===== config.mk =====
export PLATFORM = sky130hd
export DESIGN_NAME = proc_core_param
export DESIGN_NICKNAME = d
export VERILOG_FILES = /design/src/rtl/proc_core_param.sv
export SDC_FILE = /design/constraint.sdc
export NUM_CORES = 1
export LEC_CHECK = 0
export ABC_AREA = 0
export BUFFER_PORTS_ARGS = -buffer_cell sky130_fd_sc_hd__clkbuf_2
export CAP_MARGIN = 0
export CORE_ASPECT_RATIO = 0.75
export CORE_MARGIN = 5
export CORE_UTILIZATION = 33
export CTS_CLUSTER_SIZE = 40
export DETAILED_ROUTE_END_ITERATION = 12
export SLEW_MARGIN = 20
export SYNTH_ARGS = -nofsm -noshare
export SYNTH_HDL_FRONTEND = slang
export SYNTH_SLANG_ARGS = --single-unit

===== constraint.sdc =====
create_clock -name clk -period 11.1 [get_ports clk]
set_clock_uncertainty 0.05 [all_clocks]
set_input_delay 2.22 -clock clk [delete_from_list [all_inputs] [get_ports clk]]
set_output_delay 2.22 -clock clk [all_outputs]
set_load 0.01 [all_outputs]

===== src/rtl/proc_core_param.sv =====
// Parametrised multi-cycle processor core: register file, ALU and a one-hot
// T0..T3 tick controller behind a valid/ready instruction handshake.
module proc_core_param #(
  parameter int DATA_W   = 16,
  parameter int NUM_REGS = 8,
  localparam int RA_W    = $clog2(NUM_REGS),
  localparam int IR_W    = 3 + 2 * RA_W
) (
  input  logic              clk,
  input  logic              rst,
  input  logic              instr_valid,
  output logic              instr_ready,
  input  logic [IR_W-1:0]   instr_ir,
  input  logic [DATA_W-1:0] instr_imm,
  output logic [3:0]        tick,
  output logic              busy,
  output logic              done,
  output logic              disp_valid,
  output logic [DATA_W-1:0] disp_data,
  output logic              flag_z,
  output logic              flag_c,
  input  logic [RA_W-1:0]   dbg_addr,
  output logic [DATA_W-1:0] dbg_data
);

  localparam logic [3:0] T0 = 4'b0001;
  localparam logic [3:0] T1 = 4'b0010;
  localparam logic [3:0] T2 = 4'b0100;
  localparam logic [3:0] T3 = 4'b1000;

  localparam logic [2:0] OP_DISP = 3'b000;
  localparam logic [2:0] OP_ADD  = 3'b001;
  localparam logic [2:0] OP_ADDI = 3'b010;
  localparam logic [2:0] OP_SUB  = 3'b011;
  localparam logic [2:0] OP_MUL  = 3'b100;
  localparam logic [2:0] OP_SRL  = 3'b101;
  localparam logic [2:0] OP_SLL  = 3'b110;
  localparam logic [2:0] OP_MOVI = 3'b111;

  localparam logic [DATA_W:0] SHIFT_LIM = (DATA_W + 1)'(DATA_W);

  logic [DATA_W-1:0]   regs [NUM_REGS];
  logic [IR_W-1:0]     ir;
  logic [DATA_W-1:0]   imm;
  logic [DATA_W-1:0]   a;
  logic [DATA_W-1:0]   g;
  logic                c;

  logic [2:0]          op;
  logic [RA_W-1:0]     rx;
  logic [RA_W-1:0]     ry;
  logic [DATA_W-1:0]   b;
  logic [DATA_W:0]     sum;
  logic [2*DATA_W-1:0] prod;
  logic                big_shift;
  logic [DATA_W-1:0]   alu_g;
  logic                alu_c;

  assign op = ir[IR_W-1 -: 3];
  assign rx = ir[2*RA_W-1 -: RA_W];
  assign ry = ir[RA_W-1:0];

  assign instr_ready = (tick == T0);
  assign busy        = (tick != T0);
  assign disp_valid  = (tick == T1) && (op == OP_DISP);
  assign done        = (tick == T3) || ((tick == T1) && (op == OP_MOVI || op == OP_DISP));
  assign dbg_data    = regs[dbg_addr];

  // Shift amounts are the full unsigned B value; anything >= DATA_W clears the result.
  always_comb begin
    b         = (op == OP_ADDI) ? imm : regs[ry];
    sum       = {1'b0, a} + {1'b0, b};
    prod      = {{DATA_W{1'b0}}, a} * {{DATA_W{1'b0}}, b};
    big_shift = ({1'b0, b} >= SHIFT_LIM);
    alu_g     = '0;
    alu_c     = 1'b0;
    case (op)
      OP_ADD, OP_ADDI: begin
        alu_g = sum[DATA_W-1:0];
        alu_c = sum[DATA_W];
      end
      OP_SUB: begin
        alu_g = a - b;
        alu_c = (a < b);
      end
      OP_MUL: begin
        alu_g = prod[DATA_W-1:0];
        alu_c = |prod[2*DATA_W-1:DATA_W];
      end
      OP_SRL:  alu_g = big_shift ? '0 : (a >> b);
      OP_SLL:  alu_g = big_shift ? '0 : (a << b);
      default: alu_g = '0;
    endcase
  end

  always_ff @(posedge clk or posedge rst) begin
    if (rst) begin
      tick      <= T0;
      ir        <= '0;
      imm       <= '0;
      a         <= '0;
      g         <= '0;
      c         <= 1'b0;
      disp_data <= '0;
      flag_z    <= 1'b0;
      flag_c    <= 1'b0;
      for (int i = 0; i < NUM_REGS; i++) regs[i] <= '0;
    end else begin
      case (tick)
        T0: begin
          if (instr_valid) begin
            ir   <= instr_ir;
            imm  <= instr_imm;
            tick <= T1;
          end
        end
        T1: begin
          if (op == OP_MOVI) begin
            regs[rx] <= imm;
            tick     <= T0;
          end else if (op == OP_DISP) begin
            disp_data <= regs[rx];
            tick      <= T0;
          end else begin
            a    <= regs[rx];
            tick <= T2;
          end
        end
        T2: begin
          g    <= alu_g;
          c    <= alu_c;
          tick <= T3;
        end
        T3: begin
          regs[rx] <= g;
          flag_z   <= (g == '0);
          flag_c   <= c;
          tick     <= T0;
        end
        default: tick <= T0;
      endcase
    end
  end

endmodule


==> results of run 1 <==
-- logic make-up after synthesis --
family	Yosys count	share of synthesized area, %
buf+inv	431	7.65
fa+ha+maj	332	25.3
simple gates	698	14.5
mux	214	12.4
xor+xnor	20	0.787
compound gates	547	16.0
flops	208	23.4
-- final cells by class --
class / count / area share [%]
clock buffer: 31 / 2.49
clock inverter: 7 / 0.284
inverter: 267 / 4.16
multi-input combinational: 1811 / 63.6
sequential: 208 / 21.5
tap: 882 / 4.55
timing repair buffer: 133 / 3.46
-- cells in the final DEF, fill, tap and decap left out, types with 13 or more instances in the layout --
cell       synthesis  final
a211oi_1          16     16
a21o_1            20     20
a21oi_1          134    134
a22o_1            17     17
a22oi_1           78     78
a31oi_1           17     16
and2_1            76     76
buf_4              1     60
clkbuf_16          0     21
clkbuf_2           2     72
dfrtp_1          207    206
fa_1             196    196
ha_1             136    136
inv_1            262    261
mux2_2            75     75
mux2i_1           97     97
mux4_2            42     42
nand2_1          290    290
nand4_1           22     22
nor2_1           185    185
nor2b_1           25     25
nor3_1            24     23
o211ai_1          20     20
o21ai_0          131    130
o221ai_1          13     13
xnor2_1           17     17
-- sequential cells by signal, indices dropped and copies added, names as in the netlist --
register,count
flag_z,1
disp_data,16
g,16
flag_c,1
tick,4
a,16
imm,16
regs,128
c,1
ir,9
-- per-layer routing --
layer	GRT usage, %	wire (um)	part of all wire, %	vias up
li1	-	-	-	8394
met1	31.8	35000	45	9660
met2	29.5	31700	41	1086
met3	7.20	9340	12	157
met4	4.56	1800	2.3	6
met5	0	34	0.044	-
-- path summary, 6_finish.rpt --
| kind | cells past startpoint | to | start | slack (ns) |
|---|---|---|---|---|
| setup / recovery | 28 | c$_DFFE_PP0P_ | ir[1]$_DFFE_PP0P_ | 1.80 |
| hold / removal | 1 | disp_data[1]$_DFFE_PP0P_ | disp_data[1]$_DFFE_PP0P_ | 0.46 |
| setup reg to reg | 28 | c$_DFFE_PP0P_ | ir[1]$_DFFE_PP0P_ | 1.80 |
| hold reg to reg | 1 | disp_data[1]$_DFFE_PP0P_ | disp_data[1]$_DFFE_PP0P_ | 0.46 |
| max in group asynchronous | 3 | a[9]$_DFFE_PP0P_ | rst | 7.96 |
| min in group asynchronous | 2 | regs[33]$_DFFE_PP0P_ | rst | 1.70 |
-- stage by stage --
stage	util [%]	hold slack [ns]
finish	36.3	0.457
global route	36.3	0.487
CTS	36.3	0.462
detailed placement	35.3	0.448
global placement	35.3	0.446
floorplan	-	0.423
==> reports/qor.csv, run 1 <==
metric,value,unit
Post-Route WL,77800,um
final cell count without fillers,3339,
max_slew headroom,23.2,%
critical-path maximum fanout,24,
Core Region,0.0668,mm^2
# fillers,6738,
Synth area leader,dfrtp_1,
row count,82,
"Top cell by count, worst path",fa_1,
post-route minimum period,9.30,ns
Post-synth EDFFs,0,
# resized after CTS,0,
top_reg_cell synth,dfrtp_1,
Final Hold Vio Count,0,
Detail Route Antenna Nets,0,
Critical Path RT,11.46,ns
CP max stage delay,0.93,ns
1st-iter DRT viols,2179,
share of layout cells above drive strength 1,13.3,%
dpl ws,1.93,ns
Clock transition at path regs,0.07,ns
crit path kind,flip-flop to flip-flop,
Root Buffer Master,clkbuf_16,
Avg WL per Cell,23.3,um
"count leader, synth",nand2_1,
Initial Util,33.3,%
Ys Warns,0,
NumNets Final,2805,
master of the slowest instance on the critical path,o41ai_1,
DIE AREA,0.0728,mm^2
Max-cap violations,0,
Setup Buffers After CTS,0,
First-pass DRT Iterations,6,
post-route setup TNS,0,ns
post-synth cell types,88,
Pins Over Slew Limit,0,
antenna violations before repair,3,
Worst Setup Start Kind,flip-flop,
status,finished clean,
"Seq/Total Area, Yosys",23.4,%
average size of a mapped cell,9.09,um^2
dpl cells,3300,
clock sink count,208,
clock latency on the worst-skew pair,0.54,ns
worst path buffer plus inverter count,7,
residual DRC count,0,
"Period Utilization, post-route",83.8,%
cell family with most CP delay,adder cells,
hold-fix buffers at CTS,0,
asr flop ratio synth,100,%
number of synthesized register bits,208,
Port Buf Inserts,72,
CTS tree,yes,
unrepaired setup endpoints after global routing,false,
Die Y,235,um
dpl hpwl,58600,um
vias in the first global route,19500,
total grt overflow,0,
worst slew pin tran,1.14,ns
n_diodes,0,
Worst setup EP type,flip-flop,
placer's final routability congestion estimate,1.01,
TritonCTS buffer count,21,
Synth top cells by count,"290 x nand2_1, 262 x inv_1, 207 x dfrtp_1",
register area,0.00521,mm^2
post-synthesis cell area,0.0223,mm^2
Area Overhead vs Synth,8.93,%
Hold WC Path Type,flip-flop to flip-flop,
Synth top area share,23.3,%
Mapped Cells,2450,
Worst EP arrival,9.66,ns
largest net degree at the start of global routing,77,
Final WS setup,1.80,ns
GR Util All Layers,21.2,%
Via density,5.78,
first-pass GRT wire length,121000,um
fmax,108,MHz
Boundary Pins,73,
Synth area leaders,"dfrtp_1 23%, fa_1 18%, ha_1 7.6%",
deepest level of the CTS H-tree,1,
Mapped Nets,2813,
Clock Path Buffers,3,
Final Setup Violations,0,
die width,310,um
total number of vias,19300,
Post-Place Cell Area,0.0236,mm^2
Post-Layout Inst Area,0.0243,mm^2
multi-input logic area,0.0154,mm^2
Power of run 1 is not shown: default switching activity piles up to over one toggle a cycle in this logic, so the estimate is an artifact.
==> inputs of run 2 (changes only) <==
--- a/config.mk
+++ b/config.mk
@@ -5,7 +5,7 @@
 export SDC_FILE = /design/constraint.sdc
 export NUM_CORES = 1
 export LEC_CHECK = 0
-export ABC_AREA = 0
+export ABC_AREA = 1
 export BUFFER_PORTS_ARGS = -buffer_cell sky130_fd_sc_hd__clkbuf_2
 export CAP_MARGIN = 0
 export CORE_ASPECT_RATIO = 0.75
==> constraint.sdc (replaced) <==
create_clock -name clk -period 8.85 [get_ports clk]
set_clock_uncertainty 0.05 [all_clocks]
set_input_delay 1.77 -clock clk [delete_from_list [all_inputs] [get_ports clk]]
set_output_delay 1.77 -clock clk [all_outputs]
set_load 0.01 [all_outputs]
==> reports/qor.csv, run 2 <==
metric,value,unit,change
vias in the first global route,21200,,was 19500
worst path buffer plus inverter count,5,,was 7
Critical Path RT,9.21,ns,was 11.46 ns
status,finished clean,,unchanged
post-route setup TNS,0,ns,unchanged
Area Overhead vs Synth,8.33,%,was 8.93%
Max-cap violations,0,,unchanged
Clock Path Buffers,3,,unchanged
R2R depth,32,,was 28
CTS tree,yes,,unchanged
clock sink count,208,,unchanged
average size of a mapped cell,7.20,um^2,was 9.09 um^2
Final Hold Vio Count,0,,unchanged
Post-Route WL,86800,um,was 77800 um
Post-Place Cell Area,0.0240,mm^2,was 0.0236 mm^2
Setup Buffers After CTS,0,,unchanged
antenna violations before repair,4,,was 3
first-pass GRT wire length,133000,um,was 121000 um
"Top cell by count, worst path",nand2_1,,was fa_1
CP max stage delay,0.61,ns,was 0.93 ns
hold depth,2,,was 1
DIE AREA,0.0746,mm^2,was 0.0728 mm^2
Hold WC Path Type,flip-flop to flip-flop,,unchanged
total grt overflow,0,,unchanged
total number of vias,22000,,was 19300
Final Util,36.1,%,was 36.3%
largest net degree at the start of global routing,79,,was 77
asr flop ratio synth,100,%,unchanged
Detail Route Antenna Nets,0,,unchanged
Clock transition at path regs,0.06,ns,was 0.07 ns
"Seq/Total Area, Yosys",22.8,%,was 23.4%
hold-fix buffers at CTS,0,,unchanged
worst reg2reg startpoint,ir[8]$_DFFE_PP0P_,,was ir[1]$_DFFE_PP0P_
# resized after CTS,0,,unchanged
residual DRC count,0,,unchanged
max_slew headroom,19.1,%,was 23.2%
placer's final routability congestion estimate,0.956,,was 1.01
Synth area leader,dfrtp_1,,unchanged
worst slew pin tran,1.21,ns,was 1.14 ns
Mapped Cells,3170,,was 2450
cell family with most CP delay,adder cells,,unchanged
post-synthesis cell area,0.0228,mm^2,was 0.0223 mm^2
Worst Hold Endpoint,disp_data[8]$_DFFE_PP0P_,,was disp_data[1]$_DFFE_PP0P_
top_reg_cell synth,dfrtp_1,,unchanged
Port Buf Inserts,72,,unchanged
row count,83,,was 82
Final Setup Violations,0,,unchanged
"commonest non-fill, non-tap cell in the layout",nand2_1,,unchanged
Top reg by flops,regs,,unchanged
reg2reg end,c$_DFFE_PP0P_,,unchanged
Reg2Reg Setup Slack,0.63,ns,was 1.80 ns
crit path kind,flip-flop to flip-flop,,unchanged
Core Region,0.0684,mm^2,was 0.0668 mm^2
Via density,5.41,,was 5.78
clock latency on the worst-skew pair,0.53,ns,was 0.54 ns
share of layout cells above drive strength 1,7.47,%,was 13.3%
Hold Startpoint,disp_data[8]$_DFFE_PP0P_,,was disp_data[1]$_DFFE_PP0P_
unrepaired setup endpoints after global routing,false,,unchanged
deepest level of the CTS H-tree,1,,unchanged
Boundary Pins,73,,unchanged
dpl hpwl,67100,um,was 58600 um
GR Util All Layers,23.0,%,was 21.2%
First-pass DRT Iterations,6,,unchanged
Ys Warns,0,,unchanged
"Period Utilization, post-route",92.9,%,was 83.8%
Die Y,238,um,was 235 um
1st-iter DRT viols,2740,,was 2179
number of synthesized register bits,208,,unchanged
Worst Setup Start Kind,flip-flop,,unchanged
Root Buffer Master,clkbuf_16,,unchanged
max reg flops,128,,unchanged
Initial Util,33.3,%,about the same
"commonest cells after routing, fill and taps aside","783 x nand2_1, 487 x inv_1, 307 x o21ai_0",,"was 290 x nand2_1, 261 x inv_1, 206 x dfrtp_1"
NumNets Final,3535,,was 2805
Synth top cells by count,"783 x nand2_1, 489 x inv_1, 308 x o21ai_0",,"was 290 x nand2_1, 262 x inv_1, 207 x dfrtp_1"
Synth area leaders,"dfrtp_1 23%, fa_1 17%, nand2_1 13%",,"was dfrtp_1 23%, fa_1 18%, ha_1 7.6%"
Stages on worst setup path,32,,was 28
Avg WL per Cell,21.3,um,was 23.3 um
Worst EP arrival,8.59,ns,was 9.66 ns
Worst setup EP type,flip-flop,,unchanged
Post-synth EDFFs,0,,unchanged
Synth top area share,22.7,%,was 23.3%
post-route minimum period,8.22,ns,was 9.30 ns
Mapped Nets,3533,,was 2813
post-synth cell types,56,,was 88
Pins Over Slew Limit,0,,unchanged
n_diodes,0,,unchanged
TritonCTS buffer count,22,,was 21
Post-Layout Inst Area,0.0247,mm^2,was 0.0243 mm^2
fmax,122,MHz,was 108 MHz
"count leader, synth",nand2_1,,unchanged
die width,314,um,was 310 um
master of the slowest instance on the critical path,clkinv_1,,was o41ai_1
critical-path maximum fanout,19,,was 24
run 2: cell types whose count changed in the layout (fill, tap and decap cells not counted), sizes merged, moves of 27 or more:
cell,before,now
mux2i,97,1
and2,78,0
nand3,10,194
a22oi,78,6
inv,267,501
a221oi,7,34
o21ai,133,326
nor2,185,251
mux2,75,1
mux4,42,0
a31oi,17,44
nand2,292,801
run 2: cells by family (layout without fill, tap and decap cells):
| logic type | after synthesis | count (layout) | share of synthesized area [%] |
|---|---|---|---|
| and+or+nand+nor | 1296 | 1296 | 23.8 |
| buffers and inverters | 661 | 676 | 11.6 |
| muxes | 2 | 2 | 0.0932 |
| adders and majority gates | 332 | 332 | 24.7 |
| xor gates and xnor gates | 26 | 26 | 0.998 |
| DFF | 208 | 208 | 22.8 |
| AOI/OAI and AO/OA | 645 | 645 | 16.0 |
run 2: routing by layer:
metal	GRT usage [%]	part of all wire (%)	vias to the layer above	wire length, um
met5	0.442	0.069	-	60
met4	5.08	2.6	5	2270
met3	7.85	13	161	11700
met2	30.4	37	1267	32300
met1	35.5	47	10500	40500
li1	-	-	10100	-
run 2: layout make-up:
class / instances / area, um^2
clock buffer: 31 / 636
tap: 892 / 1120
fill: 7261 / 43700
inverter: 515 / 1950
sequential: 208 / 5210
clock inverter: 6 / 55.1
timing repair buffer: 124 / 754
multi-input combinational: 2301 / 15000
run 2: tightest hold or removal path, cell delays in order, from the launching register on:
cell and delay [ns]:
dfrtp_1 0.34, nand2_1 0.05, nand2_1 0.05
run 2: worst max path at each step:
stage | from | to | slack (ns)
detailed placement | ir[1]$_DFFE_PP0P_ | c$_DFFE_PP0P_ | 0.79
finish | ir[8]$_DFFE_PP0P_ | c$_DFFE_PP0P_ | 0.63
global route | ir[1]$_DFFE_PP0P_ | c$_DFFE_PP0P_ | 0.21
CTS | ir[1]$_DFFE_PP0P_ | c$_DFFE_PP0P_ | 0.78
floorplan | rst | a[0]$_DFFE_PP0P_ | 1.35
global placement | ir[0]$_DFFE_PP0P_ | c$_DFFE_PP0P_ | 0.87
run 2: through the flow:
| step | setup WS [ns] | hold WS (ns) | cells |
|---|---|---|---|
| floorplan | 1.35 | 0.399 | 3170 |
| global placement | 0.872 | 0.414 | 4040 |
| detailed placement | 0.794 | 0.422 | 4040 |
| CTS | 0.781 | 0.439 | 4077 |
| global route | 0.207 | 0.450 | 4077 |
| finish | 0.627 | 0.433 | 4077 |
Power of run 2 is left out for the same reason.
